## config.mk

```make
export PLATFORM = sky130hd
export DESIGN_NAME = ddr_iod_tx_dly_ctrl
export DESIGN_NICKNAME = d
export VERILOG_FILES = /design/src/rtl/ddr_iod_pkg.sv /design/src/rtl/iod_tx_pipe.sv /design/src/rtl/ddr_iod_tx_dly_ctrl.sv
export SDC_FILE = /design/constraint.sdc
export NUM_CORES = 1
export LEC_CHECK = 0
export CAP_MARGIN = 20
export CORE_UTILIZATION = 53
export CTS_CLUSTER_SIZE = 16
export DETAILED_ROUTE_END_ITERATION = 16
export PLACE_DENSITY_LB_ADDON = 0.08
export SYNTH_ARGS = -nofsm -noshare
export SYNTH_HDL_FRONTEND = slang
export SYNTH_HIERARCHICAL = 1
export SYNTH_SLANG_ARGS = --single-unit
```

## constraint.sdc

```tcl
create_clock -name FAB_CLK -period 8.4 [get_ports FAB_CLK]
set_clock_uncertainty 0.2 [all_clocks]
set_input_delay 1.68 -clock FAB_CLK [delete_from_list [all_inputs] [get_ports FAB_CLK]]
set_output_delay 1.68 -clock FAB_CLK [all_outputs]
set_load 0.1 [all_outputs]
```

## src/rtl/ddr_iod_pkg.sv

```systemverilog
// Shared encodings for the DDR4 CA/CKE IOD TX delay controller: command ops, FSM states and
// the lane-slice helper used to pack per-lane fields into flat buses.
package ddr_iod_pkg;

    typedef enum logic [1:0] {
        OP_LOAD = 2'b00,
        OP_INC  = 2'b01,
        OP_DEC  = 2'b10,
        OP_SET  = 2'b11
    } cmd_op_e;

    typedef enum logic [2:0] {
        StInit,
        StIdle,
        StPrep,
        StLoad,
        StMove,
        StSettle,
        StFin
    } ctrl_state_e;

    function automatic int unsigned lane_lsb(input int unsigned lane, input int unsigned width);
        return lane * width;
    endfunction

endpackage

```

## src/rtl/iod_tx_pipe.sv

```systemverilog
// Fixed-latency staging of TX/OE words towards the IODs; LAT=0 is a straight wire.
module iod_tx_pipe #(
    parameter int unsigned W   = 32,
    parameter int unsigned LAT = 1
) (
    input  logic         i_clk,
    input  logic         i_rst,
    input  logic [W-1:0] i_data,
    output logic [W-1:0] o_data
);

    generate
        if (LAT == 0) begin : g_comb
            logic w_unused_clk_rst;
            assign w_unused_clk_rst = i_clk ^ i_rst;
            assign o_data = i_data;
        end else begin : g_regs
            logic [W-1:0] r_stage [LAT];

            always_ff @(posedge i_clk) begin
                if (i_rst) begin
                    for (int i = 0; i < LAT; i++) r_stage[i] <= '0;
                end else begin
                    r_stage[0] <= i_data;
                    for (int i = 1; i < LAT; i++) r_stage[i] <= r_stage[i-1];
                end
            end

            assign o_data = r_stage[LAT-1];
        end
    endgenerate

endmodule

```

## src/rtl/ddr_iod_tx_dly_ctrl.sv

```systemverilog
// Multi-lane TX delay-line controller for DDR4 CA/CKE IODs: LOAD/MOVE handshake with a shadow
// tap count per lane, plus PIPE_LAT-stage staging of the TX/OE words.
module ddr_iod_tx_dly_ctrl
    import ddr_iod_pkg::*;
#(
    parameter int unsigned LANES      = 8,
    parameter int unsigned RATIO      = 4,
    parameter int unsigned TAP_W      = 8,
    parameter int unsigned INIT_TAP   = 1,
    parameter int unsigned SETTLE_CYC = 4,
    parameter int unsigned PIPE_LAT   = 1
) (
    input  logic                       FAB_CLK,
    input  logic                       TX_SYNC_RST,
    input  logic                       CMD_VALID,
    output logic                       CMD_READY,
    input  logic [$clog2(LANES)-1:0]   CMD_LANE,
    input  logic [1:0]                 CMD_OP,
    input  logic [TAP_W-1:0]           CMD_STEPS,
    output logic                       CMD_DONE,
    output logic                       CMD_ERR,
    output logic [LANES*TAP_W-1:0]     TAP_VALUE,
    output logic [LANES-1:0]           DELAY_LINE_LOAD,
    output logic [LANES-1:0]           DELAY_LINE_MOVE,
    output logic [LANES-1:0]           DELAY_LINE_DIRECTION,
    input  logic [LANES-1:0]           DELAY_LINE_OUT_OF_RANGE,
    input  logic [LANES*RATIO-1:0]     TX_DATA_IN,
    input  logic [LANES*RATIO-1:0]     OE_DATA_IN,
    output logic [LANES*RATIO-1:0]     TX_DATA_0,
    output logic [LANES*RATIO-1:0]     OE_DATA_0
);

    localparam int unsigned      LANE_W   = $clog2(LANES);
    localparam int unsigned      CNT_W    = $clog2(SETTLE_CYC + 1);
    localparam logic [TAP_W-1:0] MAX_TAP  = '1;
    localparam logic [TAP_W-1:0] INIT_VAL = TAP_W'(INIT_TAP);

    ctrl_state_e       r_state;
    logic              r_init_started;
    logic [LANE_W-1:0] r_lane;
    logic              r_lane_ok;
    logic              r_need_load;
    logic              r_last_move;
    logic              r_dir;
    logic [TAP_W-1:0]  r_steps;
    logic [CNT_W-1:0]  r_cnt;
    logic [TAP_W-1:0]  r_taps [LANES];
    logic [LANES-1:0]  r_load;
    logic [LANES-1:0]  r_move;
    logic [LANES-1:0]  r_dir_out;
    logic              r_ready;
    logic              r_done;
    logic              r_err;

    cmd_op_e           w_op;
    logic              w_accept;
    logic              w_cmd_lane_ok;
    logic              w_cmd_dir;
    logic [TAP_W-1:0]  w_cmd_steps;
    logic [LANES-1:0]  w_cmd_oh;
    logic [LANES-1:0]  w_lane_oh;
    logic [TAP_W-1:0]  w_cur_tap;
    logic [TAP_W-1:0]  w_tap_inc;
    logic [TAP_W-1:0]  w_tap_dec;
    logic              w_can_step;
    logic              w_oor;

    always_comb begin
        w_op          = cmd_op_e'(CMD_OP);
        w_accept      = CMD_VALID & r_ready;
        w_cmd_lane_ok = 32'(CMD_LANE) < LANES;
        w_cmd_oh      = w_cmd_lane_ok ? (LANES'(1) << CMD_LANE) : '0;
        w_lane_oh     = r_lane_ok ? (LANES'(1) << r_lane) : '0;

        // SET always restarts from INIT_TAP, so its distance is measured from there.
        unique case (w_op)
            OP_INC: begin
                w_cmd_dir   = 1'b1;
                w_cmd_steps = CMD_STEPS;
            end
            OP_DEC: begin
                w_cmd_dir   = 1'b0;
                w_cmd_steps = CMD_STEPS;
            end
            OP_SET: begin
                w_cmd_dir   = CMD_STEPS > INIT_VAL;
                w_cmd_steps = w_cmd_dir ? (CMD_STEPS - INIT_VAL) : (INIT_VAL - CMD_STEPS);
            end
            default: begin
                w_cmd_dir   = 1'b0;
                w_cmd_steps = '0;
            end
        endcase

        w_cur_tap = '0;
        for (int i = 0; i < LANES; i++) begin
            if (r_lane_ok && (r_lane == LANE_W'(i))) w_cur_tap = r_taps[i];
        end
        w_tap_inc  = w_cur_tap + 1'b1;
        w_tap_dec  = w_cur_tap - 1'b1;
        w_can_step = r_dir ? (w_cur_tap != MAX_TAP) : (w_cur_tap != '0);
        w_oor      = |(DELAY_LINE_OUT_OF_RANGE & w_lane_oh);
    end

    always_ff @(posedge FAB_CLK) begin
        if (TX_SYNC_RST) begin
            r_state        <= StInit;
            r_init_started <= 1'b0;
            r_lane         <= '0;
            r_lane_ok      <= 1'b0;
            r_need_load    <= 1'b0;
            r_last_move    <= 1'b0;
            r_dir          <= 1'b0;
            r_steps        <= '0;
            r_cnt          <= '0;
            r_load         <= '0;
            r_move         <= '0;
            r_dir_out      <= '0;
            r_ready        <= 1'b0;
            r_done         <= 1'b0;
            r_err          <= 1'b0;
            for (int i = 0; i < LANES; i++) r_taps[i] <= INIT_VAL;
        end else begin
            r_load <= '0;
            r_move <= '0;
            r_done <= 1'b0;
            r_err  <= 1'b0;
            unique case (r_state)
                StInit: begin
                    if (!r_init_started) begin
                        r_init_started <= 1'b1;
                        r_load         <= '1;
                        r_cnt          <= CNT_W'(SETTLE_CYC);
                    end else if (r_cnt == '0) begin
                        r_state <= StIdle;
                        r_ready <= 1'b1;
                    end else begin
                        r_cnt <= r_cnt - 1'b1;
                    end
                end
                StIdle: begin
                    if (w_accept) begin
                        r_state     <= StPrep;
                        r_ready     <= 1'b0;
                        r_lane      <= CMD_LANE;
                        r_lane_ok   <= w_cmd_lane_ok;
                        r_need_load <= (w_op == OP_LOAD) || (w_op == OP_SET);
                        r_last_move <= 1'b0;
                        r_dir       <= w_cmd_dir;
                        r_steps     <= w_cmd_steps;
                        r_dir_out   <= w_cmd_dir ? w_cmd_oh : '0;
                    end
                end
                StPrep: begin
                    if (!r_lane_ok) begin
                        r_state <= StFin;
                        r_done  <= 1'b1;
                        r_err   <= 1'b1;
                    end else if (r_need_load) begin
                        r_state <= StLoad;
                        r_load  <= w_lane_oh;
                    end else if (r_steps == '0) begin
                        r_state <= StFin;
                        r_done  <= 1'b1;
                    end else if (w_can_step) begin
                        r_state <= StMove;
                        r_move  <= w_lane_oh;
                    end else begin
                        r_state <= StFin;
                        r_done  <= 1'b1;
                        r_err   <= 1'b1;
                    end
                end
                StLoad: begin
                    for (int i = 0; i < LANES; i++) begin
                        if (w_lane_oh[i]) r_taps[i] <= INIT_VAL;
                    end
                    r_need_load <= 1'b0;
                    r_last_move <= 1'b0;
                    r_state     <= StSettle;
                    r_cnt       <= CNT_W'(SETTLE_CYC - 1);
                end
                StMove: begin
                    for (int i = 0; i < LANES; i++) begin
                        if (w_lane_oh[i]) r_taps[i] <= r_dir ? w_tap_inc : w_tap_dec;
                    end
                    r_steps     <= r_steps - 1'b1;
                    r_last_move <= 1'b1;
                    r_state     <= StSettle;
                    r_cnt       <= CNT_W'(SETTLE_CYC - 1);
                end
                StSettle: begin
                    if (r_cnt != '0) begin
                        r_cnt <= r_cnt - 1'b1;
                    end else if (r_last_move && w_oor) begin
                        // The IOD refused the last step: roll the shadow count back to match.
                        for (int i = 0; i < LANES; i++) begin
                            if (w_lane_oh[i]) r_taps[i] <= r_dir ? w_tap_dec : w_tap_inc;
                        end
                        r_state <= StFin;
                        r_done  <= 1'b1;
                        r_err   <= 1'b1;
                    end else if (r_steps == '0) begin
                        r_state <= StFin;
                        r_done  <= 1'b1;
                    end else if (w_can_step) begin
                        r_state <= StMove;
                        r_move  <= w_lane_oh;
                    end else begin
                        r_state <= StFin;
                        r_done  <= 1'b1;
                        r_err   <= 1'b1;
                    end
                end
                StFin: begin
                    r_state   <= StIdle;
                    r_ready   <= 1'b1;
                    r_dir_out <= '0;
                end
                default: r_state <= StInit;
            endcase
        end
    end

    assign CMD_READY            = r_ready;
    assign CMD_DONE             = r_done;
    assign CMD_ERR              = r_err;
    assign DELAY_LINE_LOAD      = r_load;
    assign DELAY_LINE_MOVE      = r_move;
    assign DELAY_LINE_DIRECTION = r_dir_out;

    for (genvar g = 0; g < LANES; g++) begin : g_tap
        assign TAP_VALUE[lane_lsb(g, TAP_W) +: TAP_W] = r_taps[g];
    end

    iod_tx_pipe #(
        .W   (LANES * RATIO),
        .LAT (PIPE_LAT)
    ) u_tx_pipe (
        .i_clk  (FAB_CLK),
        .i_rst  (TX_SYNC_RST),
        .i_data (TX_DATA_IN),
        .o_data (TX_DATA_0)
    );

    iod_tx_pipe #(
        .W   (LANES * RATIO),
        .LAT (PIPE_LAT)
    ) u_oe_pipe (
        .i_clk  (FAB_CLK),
        .i_rst  (TX_SYNC_RST),
        .i_data (OE_DATA_IN),
        .o_data (OE_DATA_0)
    );

endmodule

```

==> summary.md, run 1 <==
| Metric | Value |
|---|---|
| Status | `finished, final reports clean` |
| Achievable Freq | `0.242 GHz` |
| 1st-pass router iterations | `6` |
| Gp weighted congestion | `0.902` |
| All-layer global routing usage | `30.5%` |
| Register area share after synthesis | `46.2%` |
| Slew margin rel. | `29.7%` |
| Crit end category | `register` |
| Routed wire length | `26.9 mm` |
| Antenna Nets Post-Route | `0` |
| Worst-path clk slew | `0.07 ns` |
| Crit-path max FO | `15` |
| Unrepaired setup endpoints after global routing | `no` |
| Critical Path Start Type | `input pin` |
| Core ar. | `16600 sq um` |
| Post-DP HPWL | `19.4 mm` |
| Hold path start | `r_last_move$_SDFFE_PP0P_` |
| Fraction of layout cells with a size suffix above 1 | `9.39%` |
| Worst Reg2Reg Path Length in Cells | `7` |
| Final-layout fill cell count | `1236` |
| Chip width | `133 um` |
| Fin. max-slew vios | `0` |
| Gate Count Post-Synth | `920` |
| Post-synth cell types | `88` |
| Buffer count from post-CTS setup fixing | `0` |
| CTS tree | `yes` |
| TritonCTS Buffers | `17` |
| WP data required | `8.35 ns` |
| Tightest Hold Check Type | `register to register` |
| Number of synthesized flops with an enable pin | `64` |
| Worst-Margin Slew | `1.05 ns` |
| Vias/cell | `6.18` |
| Cts hold-fix bufs | `0` |
| Flop2flop setup slack | `4.39 ns` |
| Tcrit/Tclk final | `49.3%` |
| First DRT Iteration DRCs | `1085` |
| Num Clock Sinks | `177` |
| First-pass GRT wire length | `41.9 mm` |
| Layout area overhead | `33.7%` |
| Most common cell after layout, fill and taps aside | `clkdlybuf4s50_1` |
| R2r endpoint | `r_taps[1][25]$_DFFE_PP_` |
| Setup Slack @ Placement | `3.82 ns` |
| Final hold vios | `0` |
| Clk root buf | `clkbuf_16` |
| Largest net degree at the start of global routing | `74` |
| Clock latency on the worst-skew pair | `0.44 ns` |
| Yosys reg bits | `177` |
| Max-cap violations | `0` |
| Final #Nets | `1228` |
| Initial antenna violation count | `1` |
| Max Buffers Root-to-Sink | `2` |
| Vias in the first global route | `7741` |
| Routed wire per std cell | `19.8 um` |
| WHS Endpoint | `r_last_move$_SDFFE_PP0P_` |
| Setup TNS | `0 ns` |
| Chip Height | `133 um` |
| Final min period | `4.14 ns` |
| Final setup viols | `0` |
| DR vias | `8411` |
| Pwr/cell area | `209 nW/um^2` |
| Die ar. | `17600 sq um` |
| Rows | `47` |
| CTS resizes | `0` |
| Mapped Avg Cell Area | `9.84 sq um` |
| YS warnings | `6` |
| Maximum vdd ir drop | `315 uV` |
| I/O Buffers | `242` |
| Post-route setup slack | `4.26 ns` |
| Reg-to-Reg Start | `r_lane[0]$_SDFFE_PP0P_` |
| Remaining global-route overflow | `0` |
| Initial Util | `54.4%` |
| CP arrival | `4.09 ns` |
| Synth Net Count | `1021` |
| Top_reg_cell synth | `dfxtp_1` |
| Io pins | `243` |
| H-Tree Depth | `4` |
| Worst hold stages | `2` |
| Leak | `4.20 nW` |
| Synth Cell Area | `9050 sq um` |
| DRC | `0` |
| Most frequent cells in the layout | `clkdlybuf4s50_1, dfxtp_1, nor2_1` |
| FFs w/ async S/R, synth | `0%` |
| Crit path kind | `input pin to register` |
-- registers in the layout (all words and copies together) (netlist names) --
| name | cells |
|---|---|
| CMD_READY | 1 |
| u_tx_pipe/g_regs.r_stage | 32 |
| DELAY_LINE_DIRECTION | 8 |
| r_cnt | 3 |
| r_dir | 1 |
| r_lane_ok | 1 |
| r_need_load | 1 |
| CMD_DONE | 1 |
| r_lane | 3 |
| r_init_started | 1 |
| DELAY_LINE_LOAD | 8 |
| r_taps | 64 |
| r_state | 3 |
| r_steps | 8 |
| r_last_move | 1 |
| CMD_ERR | 1 |
| u_oe_pipe/g_regs.r_stage | 32 |
| DELAY_LINE_MOVE | 8 |
-- metrics by stage --
| step | hold WS (ns) | total power [W] | util (%) | cells | instance area [sq um] |
|---|---|---|---|---|---|
| 3_3_place_gp | 0.271 | 0.00172 | 68.9 | 1323 | 11500 |
| 4_1_cts | 0.289 | 0.00252 | 72.7 | 1359 | 12100 |
| 5_1_grt | 0.318 | 0.00261 | 72.7 | 1361 | 12100 |
| 3_5_place_dp | 0.279 | 0.00173 | 69.0 | 1327 | 11500 |
| 2_1_floorplan | 0.249 | 0.00154 | - | 920 | 9050 |
| 6_report | 0.299 | 0.00253 | 72.7 | 1361 | 12100 |
-- cell usage after synthesis, drive strengths merged, types with 21 or more instances --
cell / count / area, sq um
clkbuf: 33 / 124
inv: 22 / 82.6
nor2: 76 / 290
a221oi: 46 / 415
nand2: 55 / 209
edfxtp: 64 / 1920
a22oi: 40 / 310
nand3: 27 / 140
buf: 39 / 263
a21oi: 61 / 305
o21ai: 36 / 199
nor2b: 73 / 457
nor3: 24 / 125
mux2i: 21 / 214
dfxtp: 113 / 2260
-- critical path, cell delays in order --
cell	delay, ns
clkdlybuf4s50_1	0.44
nor3b_1	0.16
a31oi_1	0.06
o2bb2ai_1	0.25
and3_4	0.25
nand2_1	0.15
o2bb2ai_2	0.66
and2_1	0.30
o21ai_0	0.11
-- area by class of cell --
| class | count | area [sq um] | share of cell area, % |
|---|---|---|---|
| Antenna cell | 1 | 2.50 | 0.0207 |
| Clock buffer | 18 | 439 | 3.63 |
| Clock inverter | 14 | 165 | 1.36 |
| Inverter | 22 | 82.6 | 0.682 |
| Multi-Input combinational cell | 649 | 4400 | 36.3 |
| Sequential cell | 177 | 4190 | 34.6 |
| Tap cell | 220 | 275 | 2.27 |
| Timing Repair Buffer | 260 | 2550 | 21.1 |
-- worst max-delay path by stage --
stage,end,depth (start not counted),start
floorplan,r_steps[7]$_SDFFE_PP0P_,8,CMD_STEPS[5]
global placement,r_taps[0][2]$_DFFE_PP_,9,DELAY_LINE_OUT_OF_RANGE[1]
detailed placement,r_steps[7]$_SDFFE_PP0P_,11,CMD_STEPS[0]
CTS,r_steps[7]$_SDFFE_PP0P_,11,CMD_STEPS[0]
global route,r_taps[0][29]$_SDFFCE_PP0P_,9,DELAY_LINE_OUT_OF_RANGE[1]
finish,r_taps[0][24]$_SDFFCE_PP1P_,9,DELAY_LINE_OUT_OF_RANGE[1]
-- kinds of logic after synthesis --
group / count (synthesis) / synth area share (%)
buf+inv: 94 / 5.18
fa+ha+maj: 13 / 1.80
xor+xnor: 10 / 1.13
mux: 39 / 5.39
compound gates: 264 / 21.2
flops: 177 / 46.2
simple gates: 323 / 19.1
-- per-layer routing --
| metal | global-route usage [%] | wire [um] |
|---|---|---|
| met1 | 39.0 | 10800 |
| met2 | 49.4 | 12500 |
| met3 | 9.31 | 3100 |
| met4 | 9.58 | 552 |
| met5 | 0 | 0 |
-- report_power, final --
part	switching [W]	internal, W	total (W)	leakage (nW)
Clock	0.000375	0.000433	0.000807	0.299
Combinational	0.000527	0.000207	0.000734	2.33
Sequential	0.0000418	0.000948	0.000989	1.57
No activity file was read; power rests on OpenSTA's default activity.
==> run 2: changes to the inputs <==
--- a/config.mk
+++ b/config.mk
@@ -6,7 +6,7 @@
 export NUM_CORES = 1
 export LEC_CHECK = 0
 export CAP_MARGIN = 20
-export CORE_UTILIZATION = 53
+export CORE_UTILIZATION = 44
 export CTS_CLUSTER_SIZE = 16
 export DETAILED_ROUTE_END_ITERATION = 16
 export PLACE_DENSITY_LB_ADDON = 0.08
==> constraint.sdc (replaced) <==
create_clock -name FAB_CLK -period 3.4 [get_ports FAB_CLK]
set_clock_uncertainty 0.2 [all_clocks]
set_input_delay 0.68 -clock FAB_CLK [delete_from_list [all_inputs] [get_ports FAB_CLK]]
set_output_delay 0.68 -clock FAB_CLK [all_outputs]
set_load 0.1 [all_outputs]
==> run 2 against run 1 <==
- non-clock buffer count rose by 86
- sequential share of layout area fell by 1.2 points
- worst hold slack lost 0.023 ns
- register-to-register slack got worse by 4.3 ns
- setup slack got worse by 4.1 ns
- cell count rose by 9.9%
- wire length rose by 13%
==> summary.md, run 2 (synthesis gave the netlist of run 1 again) <==
| Metric | Value |
|---|---|
| Status | `finished, final reports clean` |
| Clock Power Share | `32.8% (+0.9 points)` |
| First-pass GRT wire length | `46.6 mm (+11%)` |
| Maximum vdd ir drop | `326 uV (+3.5%)` |
| Crit-path max FO | `15 (unchanged)` |
| H-Tree Depth | `4 (unchanged)` |
| Gp weighted congestion | `0.967 (+7.2%)` |
| Core ar. | `20200 sq um (+21%)` |
| Final min period | `3.28 ns` |
| Max-cap violations | `0 (unchanged)` |
| Worst-Margin Slew | `0.820 ns (-0.232 ns)` |
| Final hold vios | `0 (unchanged)` |
| CP arrival | `3.24 ns (-0.85 ns)` |
| CP Depth | `9 (unchanged)` |
| Sw power | `0.00237 W (+150%)` |
| First DRT Iteration DRCs | `878 (-19%)` |
| All-layer global routing usage | `28.9% (-1.6 points)` |
| GR peak layer | `met2` |
| Crit-path cells | `buf_4 -> mux2i_2 -> o22ai_1 -> o22ai_2 -> o21ai_2 -> or4_4 -> o21ai_4 -> or4_1 -> nand4_1` |
| Worst Reg2Reg Path Length in Cells | `9 (+2)` |
| 1st-pass router iterations | `5 (-1)` |
| Routed wire length | `30.5 mm (+13%)` |
| Largest regs | `r_taps (64), u_oe_pipe/g_regs.r_stage (32), u_tx_pipe/g_regs.r_stage (32)` |
| Buffer count from post-CTS setup fixing | `0 (unchanged)` |
| Met1 usage | `37.9% (-1.1 points)` |
| Post-route cell area | `12500 sq um (+3.5%)` |
| WP data required | `3.36 ns (-4.99 ns)` |
| Worst-path clk slew | `0.07 ns (about the same)` |
| Reg with most FFs | `r_taps` |
| Vias/cell | `5.80 (-6.1%)` |
| Initial Util | `44.9% (-9.5 points)` |
| Most frequent cells in the layout | `buf_4, dfxtp_1, clkdlybuf4s50_1` |
| Io pins | `243 (unchanged)` |
| Final setup viols | `0 (unchanged)` |
| Chip Height | `145 um (+9.6%)` |
| R2r endpoint | `r_taps[1][21]$_DFFE_PP_` |
| Remaining global-route overflow | `0 (unchanged)` |
| Sw Share | `37.2% (-0.087 points)` |
| Routed wire per std cell | `20.4 um (+3.2%)` |
| TritonCTS Buffers | `17 (unchanged)` |
| I/O Buffers | `242 (unchanged)` |
| CTS tree | `yes` |
| DR vias | `8684 (+3.2%)` |
| Logic pwr share | `28.9% (about the same)` |
| Placed Area | `11900 sq um (+3.2%)` |
| Worst hold stages | `2 (unchanged)` |
| Num Clock Sinks | `177 (unchanged)` |
| Final #Nets | `1314 (+7.0%)` |
| Slowest stage cell, crit path | `or4_4` |
| Worst path bufs/invs | `1 (unchanged)` |
| Seq pwr share | `38.3% (-0.8 points)` |
| Vias in the first global route | `8109 (+4.8%)` |
| Post-Layout Cell Count | `1496 (+9.9%)` |
| ANT cells | `0 (-1)` |
| Reg-to-Reg Start | `r_lane[0]$_SDFFE_PP0P_` |
| Fraction of layout cells with a size suffix above 1 | `28.6% (+19 points)` |
| Internal cell power | `0.00400 W (+150%)` |
| Max FFs per register | `64 (unchanged)` |
| Flop2flop setup slack | `0.12 ns (-4.27 ns)` |
| Crit end category | `register` |
| Largest net degree at the start of global routing | `76 (+2.7%)` |
| CP Launch Point | `r_lane[0]$_SDFFE_PP0P_` |
| Achievable Freq | `0.305 GHz` |
| Antenna Nets Post-Route | `0 (unchanged)` |
| Crit path kind | `register to register` |
| Post-DP HPWL | `22.3 mm (+15%)` |
| GR Util met2 | `43.7% (-5.7 points)` |
| Fin. max-slew vios | `0 (unchanged)` |
| Slew margin rel. | `45.2% (+15 points)` |
| Setup TNS | `0 ns (unchanged)` |
| Clk root buf | `clkbuf_16` |
| Layout area overhead | `38.4%` |
| Clock latency on the worst-skew pair | `0.44 ns (about the same)` |
| Global-route track usage on met3 | `9.50% (+0.19 points)` |
| CP peak stage delay | `0.55 ns (-0.11 ns)` |
| Max Buffers Root-to-Sink | `2 (unchanged)` |
| Die ar. | `21100 sq um (+20%)` |
| Tcrit/Tclk final | `96.4%` |
| Most common cell after layout, fill and taps aside | `buf_4` |
| Crit-path leading delay family | `simple AND/OR/NAND/NOR gates` |
| Leak | `4.87 nW (+16%)` |
| End of the critical path | `r_taps[1][21]$_DFFE_PP_` |
| Tightest Hold Check Type | `register to register` |
| Chip width | `145 um (+9.6%)` |
| Rows | `52 (+11%)` |
| DRC | `0 (unchanged)` |
| Critical Path Start Type | `register` |
| Initial antenna violation count | `0 (-1)` |
| Unrepaired setup endpoints after global routing | `no` |
| Inst Count DP | `1464 (+10%)` |
| Pwr/cell area | `509 nW/um^2 (+140%)` |
==> run 2: what timing repair did <==
action,CTS,global route
gates resized for setup,0,6
hold buffers,0,0
endpoints found under the setup margin,0,28
==> run 2: stage by stage <==
step | util [%] | power, W | setup WS, ns | hold WS [ns]
final | 62.1 | 0.00638 | 0.121 | 0.276
after global routing | 62.1 | 0.00662 | 0.0132 | 0.312
after CTS | 61.9 | 0.00640 | 0.0334 | 0.276
after detailed placement | 58.8 | 0.00432 | -0.0148 | 0.267
after global placement | 58.7 | 0.00430 | 0.0481 | 0.255
after floorplan | - | 0.00381 | 0.0471 | 0.249
==> run 2: layout make-up <==
cell class                      instances  area (sq um)
Clock inverter                         12           151
Fill cell                            1744          7640
Tap cell                              270           338
Clock buffer                           20           479
Inverter                               22          82.6
Timing Repair Buffer                  346          2850
Multi-Input combinational cell        649          4430
Sequential cell                       177          4190
==> run 2: worst min path at each step <==
stage	start	end	slack (ns)
detailed placement	r_last_move$_SDFFE_PP0P_	r_last_move$_SDFFE_PP0P_	0.27
CTS	r_last_move$_SDFFE_PP0P_	r_last_move$_SDFFE_PP0P_	0.28
global route	r_last_move$_SDFFE_PP0P_	r_last_move$_SDFFE_PP0P_	0.31
finish	r_last_move$_SDFFE_PP0P_	r_last_move$_SDFFE_PP0P_	0.28
global placement	r_last_move$_SDFFE_PP0P_	r_last_move$_SDFFE_PP0P_	0.25
floorplan	r_last_move$_SDFFE_PP0P_	r_last_move$_SDFFE_PP0P_	0.25
==> run 2: power groups by stage <==
stage,clock network (W),registers (W),logic [W]
after CTS,0.00212,0.00244,0.00183
after detailed placement,0,0.00249,0.00183
final,0.00209,0.00244,0.00184
after global routing,0.00222,0.00246,0.00194
after floorplan,0,0.00323,0.000575
after global placement,0,0.00249,0.00182
==> run 2: layer usage <==
| layer | wire length, um | share of wire (%) |
|---|---|---|
| met1 | 12600 | 41 |
| met2 | 13400 | 44 |
| met3 | 3550 | 12 |
| met4 | 962 | 3.2 |
| met5 | 0 | 0 |
==> run 2: worst register-to-register path, delay by kind of cell, from the launching register on <==
family / cells / cell delay, ns
flip-flops: 1 / 0.45
AND/OR/NAND/NOR: 3 / 0.90
multiplexers: 1 / 0.35
buffers and inverters: 1 / 0.27
AO/OA/AOI/OAI: 4 / 0.84
